`config.mk`:
```
export PLATFORM = sky130hd
export DESIGN_NAME = axis_rr_arb_2_1
export DESIGN_NICKNAME = d
export VERILOG_FILES = /design/src/rtl/axis_rr_arb_2_1.sv
export SDC_FILE = /design/constraint.sdc
export NUM_CORES = 1
export LEC_CHECK = 0
export ABC_CLOCK_PERIOD_IN_PS = 1400
export CAP_MARGIN = 20
export CORE_MARGIN = 1
export CORE_UTILIZATION = 35
export CTS_CLUSTER_SIZE = 24
export DETAILED_ROUTE_END_ITERATION = 10
export HOLD_SLACK_MARGIN = 0.05
export PLACE_DENSITY_LB_ADDON = 0.05
export SKIP_CTS_REPAIR_TIMING = 1
export SKIP_LAST_GASP = 1
export SLEW_MARGIN = 0
export SYNTH_ARGS = -nofsm -noshare
export SYNTH_HDL_FRONTEND = slang
export SYNTH_SLANG_ARGS = --single-unit
```
`constraint.sdc`:
```
create_clock -name clk -period 1.4 [get_ports clk]
set_input_delay 0.35 -clock clk [delete_from_list [all_inputs] [get_ports clk]]
set_output_delay 0.35 -clock clk [all_outputs]
set_load 0.01 [all_outputs]
```
`src/rtl/axis_rr_arb_2_1.sv`:
```
// ---------------------------------------------------------------------------
// axis_rr_arb_2_1
// Two-input AXI-Stream packet arbiter with round-robin fairness.
//
// Whole packets are forwarded from one slave port at a time. The grant moves
// only in IDLE, after a beat with tlast has been accepted, so there is always
// one bubble cycle between packets. When both ports are waiting in IDLE, the
// port that was not served last gets the grant.
// Slave beats pass through a single output register with 1-cycle latency.
//
// Ports:
//   clk, rst        clock and synchronous active-high reset
//   s1_* / s2_*     AXI-Stream slave ports (tdata, tvalid, tlast in; tready out)
//   m_*             AXI-Stream master port (tdata, tvalid, tlast registered out;
//                   tready in)
//   gnt             one-hot current grant (bit0 = s1, bit1 = s2), 2'b00 = idle
// ---------------------------------------------------------------------------
module axis_rr_arb_2_1 #(
  parameter int DW = 8
) (
  input  logic          clk,
  input  logic          rst,
  input  logic [DW-1:0] s1_tdata,
  input  logic          s1_tvalid,
  input  logic          s1_tlast,
  output logic          s1_tready,
  input  logic [DW-1:0] s2_tdata,
  input  logic          s2_tvalid,
  input  logic          s2_tlast,
  output logic          s2_tready,
  output logic [DW-1:0] m_tdata,
  output logic          m_tvalid,
  output logic          m_tlast,
  input  logic          m_tready,
  output logic [1:0]    gnt
);

  typedef enum logic [1:0] {
    IDLE   = 2'b00,
    GNT_S1 = 2'b01,
    GNT_S2 = 2'b10
  } state_t;

  state_t state;
  // 1'b1 = s2 was served last, 1'b0 = s1 was served last.
  logic   last_served;

  logic   out_free;
  logic   s1_acc;
  logic   s2_acc;

  // The output register can take a new beat when empty or being drained.
  assign out_free  = !m_tvalid || m_tready;

  // Readies are gated by rst so nothing is accepted during reset.
  assign s1_tready = !rst && (state == GNT_S1) && out_free;
  assign s2_tready = !rst && (state == GNT_S2) && out_free;

  assign s1_acc    = s1_tvalid && s1_tready;
  assign s2_acc    = s2_tvalid && s2_tready;

  // Arbitration FSM, grant register and output beat register.
  always_ff @(posedge clk) begin
    if (rst) begin
      state       <= IDLE;
      last_served <= 1'b1;
      gnt         <= 2'b00;
      m_tdata     <= {DW{1'b0}};
      m_tvalid    <= 1'b0;
      m_tlast     <= 1'b0;
    end else begin
      // Output register: load accepted beat, else drain, else hold.
      if (s1_acc) begin
        m_tdata  <= s1_tdata;
        m_tvalid <= 1'b1;
        m_tlast  <= s1_tlast;
      end else if (s2_acc) begin
        m_tdata  <= s2_tdata;
        m_tvalid <= 1'b1;
        m_tlast  <= s2_tlast;
      end else if (m_tready) begin
        // m_tdata deliberately keeps the last beat.
        m_tvalid <= 1'b0;
        m_tlast  <= 1'b0;
      end else begin
        m_tvalid <= m_tvalid;
        m_tlast  <= m_tlast;
      end

      case (state)
        IDLE: begin
          // s1 wins when alone, or in contention if s2 was served last.
          if (s1_tvalid && (!s2_tvalid || last_served)) begin
            state <= GNT_S1;
            gnt   <= 2'b01;
          end else if (s2_tvalid) begin
            state <= GNT_S2;
            gnt   <= 2'b10;
          end else begin
            state <= IDLE;
            gnt   <= 2'b00;
          end
        end
        GNT_S1: begin
          if (s1_acc && s1_tlast) begin
            state       <= IDLE;
            gnt         <= 2'b00;
            last_served <= 1'b0;
          end else begin
            state <= GNT_S1;
            gnt   <= 2'b01;
          end
        end
        GNT_S2: begin
          if (s2_acc && s2_tlast) begin
            state       <= IDLE;
            gnt         <= 2'b00;
            last_served <= 1'b1;
          end else begin
            state <= GNT_S2;
            gnt   <= 2'b10;
          end
        end
        default: begin
          state <= IDLE;
          gnt   <= 2'b00;
        end
      endcase
    end
  end

endmodule

```
==> flow_metrics.py <==
metrics = {
    "detailed_routing": {
        "dr.pass1.iters": 4,
        "wl_mm": 2.19,
        "routedWlPerCell_um": 13.0,
        "drtIter0Drc": 24,
        "detail-route-antenna-nets": 0,
        "viasPerCell": 5.08,
        "vias": 858,
        "drc": 0,
    },
    "synthesis": {
        "postSynthCellCount": 85,
        "synth_top_family_by_area": "simple AND/OR/NAND/NOR gates",
        "seq_area_frac_synth_pct": 34.0,
        "synthMuxAreaShare_pct": 0,
        "yosysUniqueCellTypes": 25,
        "yosysTopAreaCellShare_pct": 34.0,
        "mappedNetlistNets": 112,
        "yosys.area_share.xor_xnor_pct": 0,
        "ys.warnings.count": 0,
        "syn_area_per_cell_um2": 8.99,
        "synth_fa_ha_area_share_pct": 6.55,
        "yosys.area_share.simple_pct": 27.3,
        "yosys.area.top_type": "dfxtp_1",
        "ys_seq_elements": 13,
        "synth_compound_area_share_pct": 24.5,
        "synth.area.top_cells": "dfxtp_1 34%, a311oi_2 18%, nand2_1 10%, ha_1 6.5%, nor2_1 4.9%",
        "synth_area_um2": 764,
    },
    "setup_path": {
        "cp_top_family": "flip-flops",
        "crit_fanout": 4,
        "worstPathCellList": "buf_4, ha_4, and2_1, buf_2",
        "cp.required_ps": 1050,
        "cpPeakStageDelay_ps": 350,
        "crit_path_end_kind": "output pin",
        "start_kind": "flop",
        "reg2reg_slack_ps": -10,
        "critical_path_class": "reg -> out",
        "crit_arrival_ps": 1180,
        "critPathBufInv": 2,
        "crit_slowest_cell": "dfxtp_4",
    },
    "cells_and_area": {
        "nets": 170,
        "postLayoutCoreUtil_pct": 70.6,
        "syn2layout_area_growth_pct": 84.8,
        "drive_gt1_share_pct": 34.5,
        "n_fill_cell": 173,
        "antenna_cells": 0,
    },
    "floorplanning": {
        "chipWidth_um": 48.7,
        "die_h_um": 48.7,
        "core_um2": 2000,
        "num_io_pins": 37,
        "start_util_pct": 38.2,
        "fp-row-count": 16,
        "dieArea_um2": 2380,
    },
    "grt": {
        "grt-ovfl-total": 0,
        "grtUsageTotal_pct": 17.4,
        "grt_pass1_vias": 749,
        "antenna_found_initial": 0,
        "grt_max_degree": 19,
        "grt_pass1_wl_mm": 3.19,
    },
    "clock_tree": {
        "htreeDepth": 1,
        "clock_path_buffers": 2,
        "cts_sinks": 13,
        "path_clk_slew_ps": 80,
        "clk_latency_ps": 280,
        "cts_root_buf": "clkbuf_4",
        "cts_tree": "built",
        "cts_made_buffers": 3,
    },
    "power_and_ir_drop": {
        "fin_total_pwr_mw": 1.06,
        "peakVddDrop_mv": 0.492,
        "p_leak_nw": 0.763,
        "cellPowerDensity_nw_per_um2": 752,
    },
    "place": {
        "io_buffers": 36,
        "post-dp-hpwl_mm": 1.39,
        "routabilityCongestion": 0.773,
    },
    "sta": {
        "period_needed_ps": 1530,
        "setup_viol": 4,
        "slew_headroom_pct": 76.9,
        "setup-tns-final_ps": -207,
        "fin_crit_sh_pct": 109,
        "drv_slew": 0,
        "finalHoldViolCount": 0,
        "grt_setup_unrepaired": "true",
        "fin_worst_skew_ps": 5.52,
        "tightest_slew_ps": 344,
        "fmax_mhz": 654,
        "worst_slack_ps": -129,
    },
    "run_status": {
        "violations": "negative setup slack",
        "run_status": "finished, violations left",
    },
    "hold_path": {
        "hold_path_class": "in -> reg",
    },
    "job": {
        "cap_violations": 0,
    },
}
==> state kept, by name (all words and copies together), names as in the netlist <==
register	count
m_tvalid	1
last_served	1
m_tdata	8
m_tlast	1
state	2
==> worst register-to-register path: cells and delay by family, from the launching register on <==
family / cells / cell delay (ps)
AO/OA/AOI/OAI: 1 / 60
adder cells (fa/ha/maj): 1 / 140
buffers and inverters: 1 / 110
flip-flops: 1 / 360
AND/OR/NAND/NOR: 3 / 630
==> cells by family after synthesis <==
kind of cell,count (synthesis)
compound gates,16
fa+ha+maj,4
buf+inv,8
flops,13
simple gates,44
==> metrics by stage <==
stage	hold WS (ps)	std cells	setup WS [ps]	cell area [um2]
3_3_place_gp	490	159	-622	1250
6_report	505	169	-129	1410
4_1_cts	513	163	-649	1270
5_1_grt	526	169	-178	1410
2_1_floorplan	513	85	-33.6	779
3_5_place_dp	496	159	-639	1250
==> layout make-up <==
type	count	area (um2)	area share, %
flip-flops and latches	13	269	19.0
clock buffers	4	26.3	1.86
well taps	27	33.8	2.39
repair buffers	55	549	38.9
multi-input cells	67	523	37.0
inverters	3	11.3	0.797
==> power breakdown <==
| part | switching [mW] | internal [mW] | leakage (nW) |
|---|---|---|---|
| registers | 0.0250 | 0.410 | 0.108 |
| clock network | 0.124 | 0.110 | 0.0150 |
| logic | 0.161 | 0.232 | 0.640 |
==> cells in the mapped netlist <==
cell       n
clkbuf_2   1
nand2_1   21
ha_1       4
buf_8      1
a311oi_2   9
or3_4      1
a311oi_1   1
and2_1     2
inv_1      3
nand2b_1   1
nor2_1    10
nor2b_4    1
a31oi_1    2
clkbuf_1   1
o211ai_1   1
nand3_1    2
nor3_1     2
a211oi_1   1
nor2b_2    1
dfxtp_1   13
a32oi_1    1
and3_1     2
nand3b_1   1
o31ai_1    1
buf_6      2
==> placed cells by master (no fill, tap or decap), types with 3 or more instances in the layout <==
| cell | netlist | final |
|---|---|---|
| a311oi_2 | 9 | 9 |
| buf_4 | 0 | 16 |
| buf_6 | 2 | 3 |
| clkbuf_4 | 0 | 3 |
| clkdlybuf4s50_1 | 0 | 19 |
| dfxtp_1 | 13 | 10 |
| dlymetal6s2s_1 | 0 | 16 |
| nand2_1 | 21 | 20 |
| nor2_1 | 10 | 8 |
| or3_4 | 1 | 4 |
==> final timing paths <==
path,from,to,cells after the start
worst max-delay path,state[0]$_SDFF_PP0_,s1_tready,4
worst min-delay path,s2_tvalid,state[1]$_SDFF_PP0_,3
worst max register to register,state[0]$_SDFF_PP0_,m_tdata[3]$_SDFFE_PP0P_,6
worst min register to register,m_tdata[1]$_SDFFE_PP0P_,m_tdata[1]$_SDFFE_PP0P_,2
==> metal layers <==
metal,up-vias,part of all wire [%],track usage (%)
li1,423,-,-
met4,0,0,7.35
met3,0,6.5,3.77
met1,402,44,22.0
met5,-,0,0
met2,33,49,28.2
Power figures use the tool's default switching activity.
